## config.mk

```make
export PLATFORM = sky130hd
export DESIGN_NAME = color_mapper_fx
export DESIGN_NICKNAME = d
export VERILOG_FILES = /design/src/rtl/color_mapper_fx.sv
export SDC_FILE = /design/constraint.sdc
export NUM_CORES = 1
export LEC_CHECK = 0
export BUFFER_PORTS_ARGS = -buffer_cell sky130_fd_sc_hd__buf_4
export CORE_MARGIN = 8
export CORE_UTILIZATION = 50
export CTS_BUF_LIST = sky130_fd_sc_hd__clkbuf_16
export DETAILED_ROUTE_END_ITERATION = 8
export GPL_ROUTABILITY_DRIVEN = 0
export PLACE_DENSITY_LB_ADDON = 0.15
export SYNTH_ARGS = -nofsm -noshare
export SYNTH_HDL_FRONTEND = slang
export SYNTH_SLANG_ARGS = --single-unit
```

## constraint.sdc

```tcl
create_clock -name Clk -period 18.2 [get_ports Clk]
set_clock_uncertainty 0.2 [all_clocks]
set_input_delay 2.73 -clock Clk [delete_from_list [all_inputs] [get_ports Clk]]
set_output_delay 2.73 -clock Clk [all_outputs]
set_load 0.01 [all_outputs]
```

## src/rtl/color_mapper_fx.sv

```systemverilog
// Pixel colour mapper: prioritised sprite layers over sky/ground bands and a gradient,
// with a frame-timed day/night fade of the bands and a post-hit blink of the avatar layer.
module color_mapper_fx #(
  parameter int COLOR_W         = 8,
  parameter int NUM_LAYERS      = 4,
  parameter int FADE_STEPS      = 16,
  parameter int FRAMES_PER_STEP = 4,
  parameter int BLINK_FRAMES    = 8,
  parameter int HIT_BLINKS      = 3
) (
  input  logic                             Clk,
  input  logic                             Reset_n,
  input  logic                             frame_start,
  input  logic                             pix_valid,
  input  logic [9:0]                       DrawX,
  input  logic [9:0]                       DrawY,
  input  logic [9:0]                       sky,
  input  logic [9:0]                       ground,
  input  logic [NUM_LAYERS-1:0]            layer_hit,
  input  logic [NUM_LAYERS*3*COLOR_W-1:0]  layer_rgb,
  input  logic                             night_req,
  input  logic                             avatar_hit,
  output logic                             out_valid,
  output logic [COLOR_W-1:0]               VGA_R,
  output logic [COLOR_W-1:0]               VGA_G,
  output logic [COLOR_W-1:0]               VGA_B,
  output logic                             fade_busy
);
  // state    | meaning
  // DAY      | level 0, waiting for night_req
  // TO_NIGHT | level rising one step every FRAMES_PER_STEP frames
  // NIGHT    | level FADE_STEPS, waiting for night_req to drop
  // TO_DAY   | level falling one step every FRAMES_PER_STEP frames
  localparam int LW  = $clog2(FADE_STEPS);
  localparam int LVW = LW + 1;
  localparam int IW  = COLOR_W + LW + 1;
  localparam int PW  = 3 * COLOR_W;
  localparam int CW  = $clog2(FRAMES_PER_STEP + 1);
  localparam int BW  = $clog2(BLINK_FRAMES + 1);
  localparam int HW  = $clog2(2 * HIT_BLINKS + 1);

  typedef enum logic [1:0] {DAY, TO_NIGHT, NIGHT, TO_DAY} fade_e;
  typedef enum logic [1:0] {CL_LAYER, CL_SKY, CL_GND, CL_GRAD} cls_e;

  function automatic logic [COLOR_W-1:0] map8(input logic [7:0] c8);
    logic [COLOR_W+7:0] t;
    t = {c8, {COLOR_W{1'b0}}};
    return COLOR_W'(t >> 8);
  endfunction

  function automatic logic [COLOR_W-1:0] lerp(input logic [COLOR_W-1:0] d,
                                               input logic [COLOR_W-1:0] n,
                                               input logic [LVW-1:0] l);
    logic [IW-1:0] acc;
    acc = IW'(d) * (IW'(FADE_STEPS) - IW'(l)) + IW'(n) * IW'(l);
    return COLOR_W'(acc >> LW);
  endfunction

  fade_e           st_q, st_d;
  logic [LVW-1:0]  lvl_q, lvl_d;
  logic [CW-1:0]   cnt_q, cnt_d;
  logic            step_up, step_dn;

  // The frame that starts a fade counts as its first frame, so a full fade
  // takes FADE_STEPS*FRAMES_PER_STEP frame_starts; a reversal restarts the count.
  always_comb begin
    st_d    = st_q;
    lvl_d   = lvl_q;
    cnt_d   = cnt_q;
    step_up = 1'b0;
    step_dn = 1'b0;
    if (frame_start) begin
      unique case (st_q)
        DAY:      if (night_req) begin st_d = TO_NIGHT; step_up = 1'b1; end
        NIGHT:    if (!night_req) begin st_d = TO_DAY; step_dn = 1'b1; end
        TO_NIGHT: if (!night_req) begin st_d = TO_DAY; cnt_d = '0; end
                  else step_up = 1'b1;
        TO_DAY:   if (night_req) begin st_d = TO_NIGHT; cnt_d = '0; end
                  else step_dn = 1'b1;
        default:  st_d = DAY;
      endcase
    end
    if (step_up) begin
      if (lvl_q == LVW'(FADE_STEPS)) begin
        st_d  = NIGHT;
        cnt_d = '0;
      end else if (cnt_q == CW'(FRAMES_PER_STEP - 1)) begin
        cnt_d = '0;
        lvl_d = lvl_q + LVW'(1);
        if (lvl_q + LVW'(1) == LVW'(FADE_STEPS)) st_d = NIGHT;
      end else begin
        cnt_d = cnt_q + CW'(1);
      end
    end
    if (step_dn) begin
      if (lvl_q == '0) begin
        st_d  = DAY;
        cnt_d = '0;
      end else if (cnt_q == CW'(FRAMES_PER_STEP - 1)) begin
        cnt_d = '0;
        lvl_d = lvl_q - LVW'(1);
        if (lvl_q == LVW'(1)) st_d = DAY;
      end else begin
        cnt_d = cnt_q + CW'(1);
      end
    end
  end

  always_ff @(posedge Clk or negedge Reset_n) begin
    if (!Reset_n) begin
      st_q  <= DAY;
      lvl_q <= '0;
      cnt_q <= '0;
    end else begin
      st_q  <= st_d;
      lvl_q <= lvl_d;
      cnt_q <= cnt_d;
    end
  end

  assign fade_busy = (st_q == TO_NIGHT) || (st_q == TO_DAY);

  // Blink phases count down; even non-zero phases hide the avatar, 0 is idle.
  logic [HW-1:0] ph_q, ph_d;
  logic [BW-1:0] bf_q, bf_d;
  logic          blink_off;

  always_comb begin
    ph_d = ph_q;
    bf_d = bf_q;
    if (avatar_hit) begin
      ph_d = HW'(2 * HIT_BLINKS);
      bf_d = '0;
    end else if (frame_start && ph_q != '0) begin
      if (bf_q == BW'(BLINK_FRAMES - 1)) begin
        bf_d = '0;
        ph_d = ph_q - HW'(1);
      end else begin
        bf_d = bf_q + BW'(1);
      end
    end
  end

  always_ff @(posedge Clk or negedge Reset_n) begin
    if (!Reset_n) begin
      ph_q <= '0;
      bf_q <= '0;
    end else begin
      ph_q <= ph_d;
      bf_q <= bf_d;
    end
  end

  assign blink_off = (ph_q != '0) && !ph_q[0];

  logic [NUM_LAYERS-1:0] hit_m;
  logic [PW-1:0]         lay_c;
  cls_e                  cls_c;
  logic                  unused_drawx_lsb;

  assign unused_drawx_lsb = ^DrawX[2:0];

  always_comb begin
    hit_m    = layer_hit;
    hit_m[0] = layer_hit[0] & ~blink_off;
    lay_c    = '0;
    for (int i = NUM_LAYERS - 1; i >= 0; i--) begin
      if (hit_m[i]) lay_c = layer_rgb[i*PW +: PW];
    end
    if (|hit_m)             cls_c = CL_LAYER;
    else if (DrawY <= sky)    cls_c = CL_SKY;
    else if (DrawY >= ground) cls_c = CL_GND;
    else                      cls_c = CL_GRAD;
  end

  logic           s1_vld_q;
  cls_e           s1_cls_q;
  logic [PW-1:0]  s1_rgb_q;
  logic [6:0]     s1_xg_q;
  logic [LVW-1:0] s1_lvl_q;

  always_ff @(posedge Clk or negedge Reset_n) begin
    if (!Reset_n) begin
      s1_vld_q <= 1'b0;
      s1_cls_q <= CL_LAYER;
      s1_rgb_q <= '0;
      s1_xg_q  <= '0;
      s1_lvl_q <= '0;
    end else begin
      s1_vld_q <= pix_valid;
      s1_cls_q <= cls_c;
      s1_rgb_q <= lay_c;
      s1_xg_q  <= DrawX[9:3];
      s1_lvl_q <= lvl_q;
    end
  end

  logic [COLOR_W-1:0] r_c, g_c, b_c;
  logic [COLOR_W-1:0] r_q, g_q, b_q;
  logic               vld_q;

  always_comb begin
    r_c = '0;
    g_c = '0;
    b_c = '0;
    unique case (s1_cls_q)
      CL_LAYER: {r_c, g_c, b_c} = s1_rgb_q;
      CL_SKY: begin
        r_c = lerp(map8(8'h00), map8(8'h00), s1_lvl_q);
        g_c = lerp(map8(8'hFF), map8(8'h10), s1_lvl_q);
        b_c = lerp(map8(8'hFF), map8(8'h40), s1_lvl_q);
      end
      CL_GND: begin
        r_c = lerp(map8(8'hFF), map8(8'h7F), s1_lvl_q);
        g_c = lerp(map8(8'hCC), map8(8'h66), s1_lvl_q);
        b_c = lerp(map8(8'h66), map8(8'h33), s1_lvl_q);
      end
      default: begin
        r_c = map8(8'h3F);
        g_c = map8(8'h00);
        b_c = map8(8'h7F - {1'b0, s1_xg_q});
      end
    endcase
  end

  always_ff @(posedge Clk or negedge Reset_n) begin
    if (!Reset_n) begin
      vld_q <= 1'b0;
      r_q   <= '0;
      g_q   <= '0;
      b_q   <= '0;
    end else begin
      vld_q <= s1_vld_q;
      if (s1_vld_q) begin
        r_q <= r_c;
        g_q <= g_c;
        b_q <= b_c;
      end
    end
  end

  assign out_valid = vld_q;
  assign VGA_R     = r_q;
  assign VGA_G     = g_q;
  assign VGA_B     = b_q;

endmodule

```

==> metrics.txt, run 1 <==
status=complete, no violations; DRT iter0 DRCs=359; Finished Cell Area=10990 µm²; Die X=151.9 µm; WS Path Type=reg2reg; via count=7702; commonest cells in the netlist=inv_1 (176), ha_1 (138), nor2_1 (89); Buffers on Ports=168; EDFF count, synth=0; Syn Std Cell Area=9240 µm²; fmax=0.1144 GHz; Post-Syn Area per Cell=8.775 µm²; clock latency at the later pin of the worst-skew pair=0.34 ns; CTS H-tree depth=3; most common cell in the netlist=inv_1; slowest CP cell=dfrtp_1; worst reg2reg startpoint=s1_lvl_q[1]; CTS buffer count=9; die area=23090 µm²; CP startpoint=s1_lvl_q[1]; unrepaired setup endpoints after global routing=false; Hold/Removal Path Class=reg2reg; crit start category=flop; Worst-Margin Slew=0.8623 ns; Vias per Instance=5.356; Yosys reg bits=81; drt wl/cell=16.93 µm; Setup Total Neg Slack=0 ns; Post-synth ARST share=1.000; post-cts gate resize count=0; Die Y=151.9 µm; GRT Util Overall=0.2104; CTS tree=done; Cell Area, Placed=10690 µm²; Slew headroom=0.4252; Syn Nets=1389; Post-synth top flop=dfrtp_1; most frequent CP cell=inv_1; area delta synth->final=18.89%; slowest cell delay on critical path=0.85 ns; sequential area share after synthesis=0.2194; Worst setup EP type=flop; most area-consuming cells after synthesis=dfrtp_1 (22%), ha_1 (19%), fa_1 (11%); max-cap violations=0; final wirelength=24.35 mm; Clock Tree Buf Depth=2; DRT antenna net count=0; Pre-Repair DR Iteration Count=5; n_diodes=0; DRC violations left=0; Final period util=0.4804; clk slew on worst S/H paths=0.06 ns; remaining global-route overflow=0; Gate Count Post-Synth=1053; core footprint=18020 µm²; Hold Buf Count CTS=0; HP Start=ph_q[1]; row count=49; area leader, netlist=dfrtp_1; layout cells sized above 1=0.1803; Yosys top cell area share=0.2194; Sink Count=81; warnings from Yosys=0; I/O Pins=172; initial antenna violation count=0; vias in the first global route=7882; WP data arrival=8.74 ns; Setup Buffers After CTS=0; post-DP HPWL=20.44 mm; starting density of the core=0.5126; root buffer cell=clkbuf_16; nets@finish=1540; Synth cell types=69; min Tclk post-route=8.743 ns; pin count of the biggest net entering global routing=69; first-pass GRT wire length=39.73 mm; Final setup viols=0; CP Max Fanout=16; fin. max-slew vios=0; Required @ worst endpoint=18.20 ns; Final Hold Fails=0
## through the flow
stage	worst slack [ns]	std cells	util	hold WS, ns
5_1_grt	8.944	1438	0.6095	0.3199
6_report	9.457	1438	0.6095	0.2888
3_3_place_gp	9.523	1422	0.5931	0.2711
2_1_floorplan	10.51	1053	-	0.1519
3_5_place_dp	9.418	1422	0.5931	0.2768
4_1_cts	9.373	1438	0.6095	0.2911
## sequential cells by signal (all words and copies together), names as in the netlist
name       cells
VGA_B          8
cnt_q          3
s1_xg_q        7
st_q           2
s1_rgb_q      24
bf_q           4
out_valid      1
s1_cls_q       2
ph_q           3
lvl_q          5
VGA_R          8
VGA_G          8
s1_lvl_q       5
s1_vld_q       1
## worst max-delay path: cells and delay by family, from the launching register on
family | cells | cell delay (ns)
adders and majority gates | 10 | 4.50
xor gates and xnor gates | 4 | 1.29
DFF | 1 | 0.85
AOI/OAI and AO/OA | 5 | 0.84
buffers and inverters | 6 | 0.61
and+or+nand+nor | 3 | 0.31
## cells in the final DEF, fill, tap and decap left out, drive strengths merged, types with 25 or more instances in the layout
| master | instances |
|---|---|
| a21oi | 63 |
| inv | 179 |
| fa | 52 |
| a22oi | 25 |
| buf | 175 |
| o21ai | 55 |
| dfrtp | 81 |
| ha | 138 |
| nor2 | 89 |
| xnor2 | 50 |
| nand2 | 65 |
## final cells by class
type | count | area [µm²]
Multi-Input combinational cell | 760 | 6399
Fill cell | 1630 | 7039
Inverter | 177 | 664.4
Clock inverter | 7 | 70.07
Sequential cell | 81 | 2027
Tap cell | 229 | 286.5
Clock buffer | 9 | 225.2
Timing Repair Buffer | 175 | 1314
## cell families after synthesis
group           count (synthesis)  synth area share
mux                            25           0.03629
flops                          81            0.2194
xor+xnor                       72           0.07190
simple gates                  239            0.1225
fa+ha+maj                     190            0.2995
buf+inv                       212           0.08815
compound gates                234            0.1622
## per-layer routing
| layer | vias to the layer above | part of all wire | track usage |
|---|---|---|---|
| li1 | 3862 | - | - |
| met1 | 3615 | 0.42 | 0.2542 |
| met2 | 193 | 0.49 | 0.3573 |
| met3 | 32 | 0.064 | 0.05504 |
| met4 | 0 | 0.023 | 0.06884 |
| met5 | - | 0 | 0 |
## final timing paths
kind / to / slack [ns] / cells after the start
worst max-delay path: VGA_R[7] / 9.46 / 28
worst min-delay path: ph_q[1] / 0.29 / 1
worst max register to register: VGA_R[7] / 9.46 / 28
worst min register to register: ph_q[1] / 0.29 / 1
max in group asynchronous: s1_lvl_q[0] / 14.65 / 2
min in group asynchronous: s1_xg_q[3] / 2.04 / 1
Power of run 1 is not shown: default switching activity piles up to over one toggle a cycle in this logic, so the estimate is an artifact.
==> run 2, diff against run 1 <==
==> constraint.sdc (replaced) <==
create_clock -name Clk -period 7.7 [get_ports Clk]
set_clock_uncertainty 0.2 [all_clocks]
set_input_delay 1.155 -clock Clk [delete_from_list [all_inputs] [get_ports Clk]]
set_output_delay 1.155 -clock Clk [all_outputs]
set_load 0.01 [all_outputs]
==> run 2 against run 1 <==
Utilization increased by 1.1 points. Flip-flop and latch count unchanged. Sequential share of layout area decreased by 0.33 points. Cell area increased by 1.8%. Die area unchanged. Critical path depth unchanged. Worst setup slack got worse by 9.1 ns. Largest cell class unchanged. Clock-buffer cell count unchanged. Via count increased by 0.42%.
==> metrics.txt, run 2 (synthesis results as in run 1) <==
Cell Area, Placed=10800 µm²; PnR worst setup slack=0.3379 ns; WP data arrival=7.36 ns; core footprint=18020 µm²; DRT antenna net count=0; Final Non-Filler Cells=1458; Setup Total Neg Slack=0 ns; initial antenna violation count=0; nets@finish=1560; Slew headroom=0.4200; Required @ worst endpoint=7.70 ns; dpl cells=1436; CTS buffer count=9; Worst setup EP type=flop; root buffer cell=clkbuf_16; Final period util=0.9561; Die X=151.9 µm; CP Max Fanout=5; WS Path Type=reg2reg; Hold/Removal Path Class=reg2reg; fmax=0.1358 GHz; commonest non-fill, non-tap cells in the layout=buf_4 (195), inv_1 (176), ha_1 (135); max reg flops=24; remaining global-route overflow=0; most frequent CP cell=fa_1; Final Hold Fails=0; Clock Tree Buf Depth=2; Finished Cell Area=11190 µm²; I/O Pins=172; Vias per Instance=5.305; post-DP HPWL=20.64 mm; clock latency at the later pin of the worst-skew pair=0.34 ns; Die Y=151.9 µm; die area=23090 µm²; slowest CP cell=fa_1; Sink Count=81; Hold Buf Count CTS=0; status=complete, no violations; fin. max-slew vios=0; Pre-Repair DR Iteration Count=4; Final setup viols=0; Buffers on Ports=168; Reg with most FFs=s1_rgb_q; area delta synth->final=21.07%; max-cap violations=0; n_diodes=0; min Tclk post-route=7.362 ns; clk slew on worst S/H paths=0.07 ns; vias in the first global route=8004; GRT Util Overall=0.2117; CTS tree=done; drt wl/cell=16.67 µm; slowest cell delay on critical path=0.55 ns; layout cells sized above 1=0.2034; row count=49; DRC violations left=0; crit start category=flop; via count=7734; DRT iter0 DRCs=286; Worst-Margin Slew=0.8700 ns; FILL cells=1613; CTS H-tree depth=3; final wirelength=24.30 mm; pin count of the biggest net entering global routing=71; starting density of the core=0.5126; commonest non-fill, non-tap cell in the layout=buf_4; pre-CTS WS=-0.02952 ns; first-pass GRT wire length=40.01 mm
-- run 2: cell count changes in the layout (fill, tap and decap cells not counted), sizes merged --
| cell | previous run | this run |
|---|---|---|
| clkinvlp | 2 | 1 |
| clkinv | 2 | 3 |
| bufinv | 1 | 0 |
| inv | 179 | 180 |
| buf | 175 | 195 |
-- run 2: worst paths after layout --
check                             from  endpoint  slack (ns)  depth (start not counted)
max                        s1_lvl_q[2]  VGA_R[7]        0.34                         28
min                            ph_q[2]   ph_q[2]        0.29                          1
max in group asynchronous      Reset_n  lvl_q[3]        5.75                          2
min in group asynchronous      Reset_n  s1_vld_q        0.44                          1
min reg2reg                    ph_q[2]   ph_q[2]        0.29                          1
max reg2reg                s1_lvl_q[2]  VGA_R[7]        0.34                         28
-- run 2: stage by stage --
stage               hold WS [ns]  utilization
finish                    0.2906       0.6206
detailed placement        0.2776       0.5989
global placement          0.2704       0.5989
floorplan                 0.1519            -
global route              0.3197       0.6206
CTS                       0.2928       0.6152
-- run 2: layout make-up --
cell class,instances,area (µm²),area share
clock inverters,7,61.31,0.005480
repair buffers,195,1464,0.1309
flip-flops and latches,81,2027,0.1812
well taps,229,286.5,0.02561
inverters,177,664.4,0.05939
clock buffers,9,225.2,0.02013
multi-input cells,760,6459,0.5773
-- run 2: critical path: cells and delay by family (launching register included) --
family	cells	cell delay, ns
DFF	1	0.38
and+or+nand+nor	3	0.34
xor gates and xnor gates	3	0.72
buffers and inverters	7	0.56
AOI/OAI and AO/OA	5	0.82
adders and majority gates	10	4.19
-- run 2: layer usage --
layer | vias up | wire length [µm] | GRT usage
met5 | - | 0 | 0
met4 | 0 | 701 | 0.07496
met3 | 36 | 1611 | 0.05786
met2 | 203 | 11680 | 0.3554
met1 | 3602 | 10310 | 0.2555
li1 | 3893 | - | -
-- run 2: what timing repair did --
item	4_1_cts	5_1_grt
buffers inserted	0	6
endpoints found under the setup margin	2	3
pin swaps	0	4
gates resized for setup	1	9
Power of run 2 is left out for the same reason.
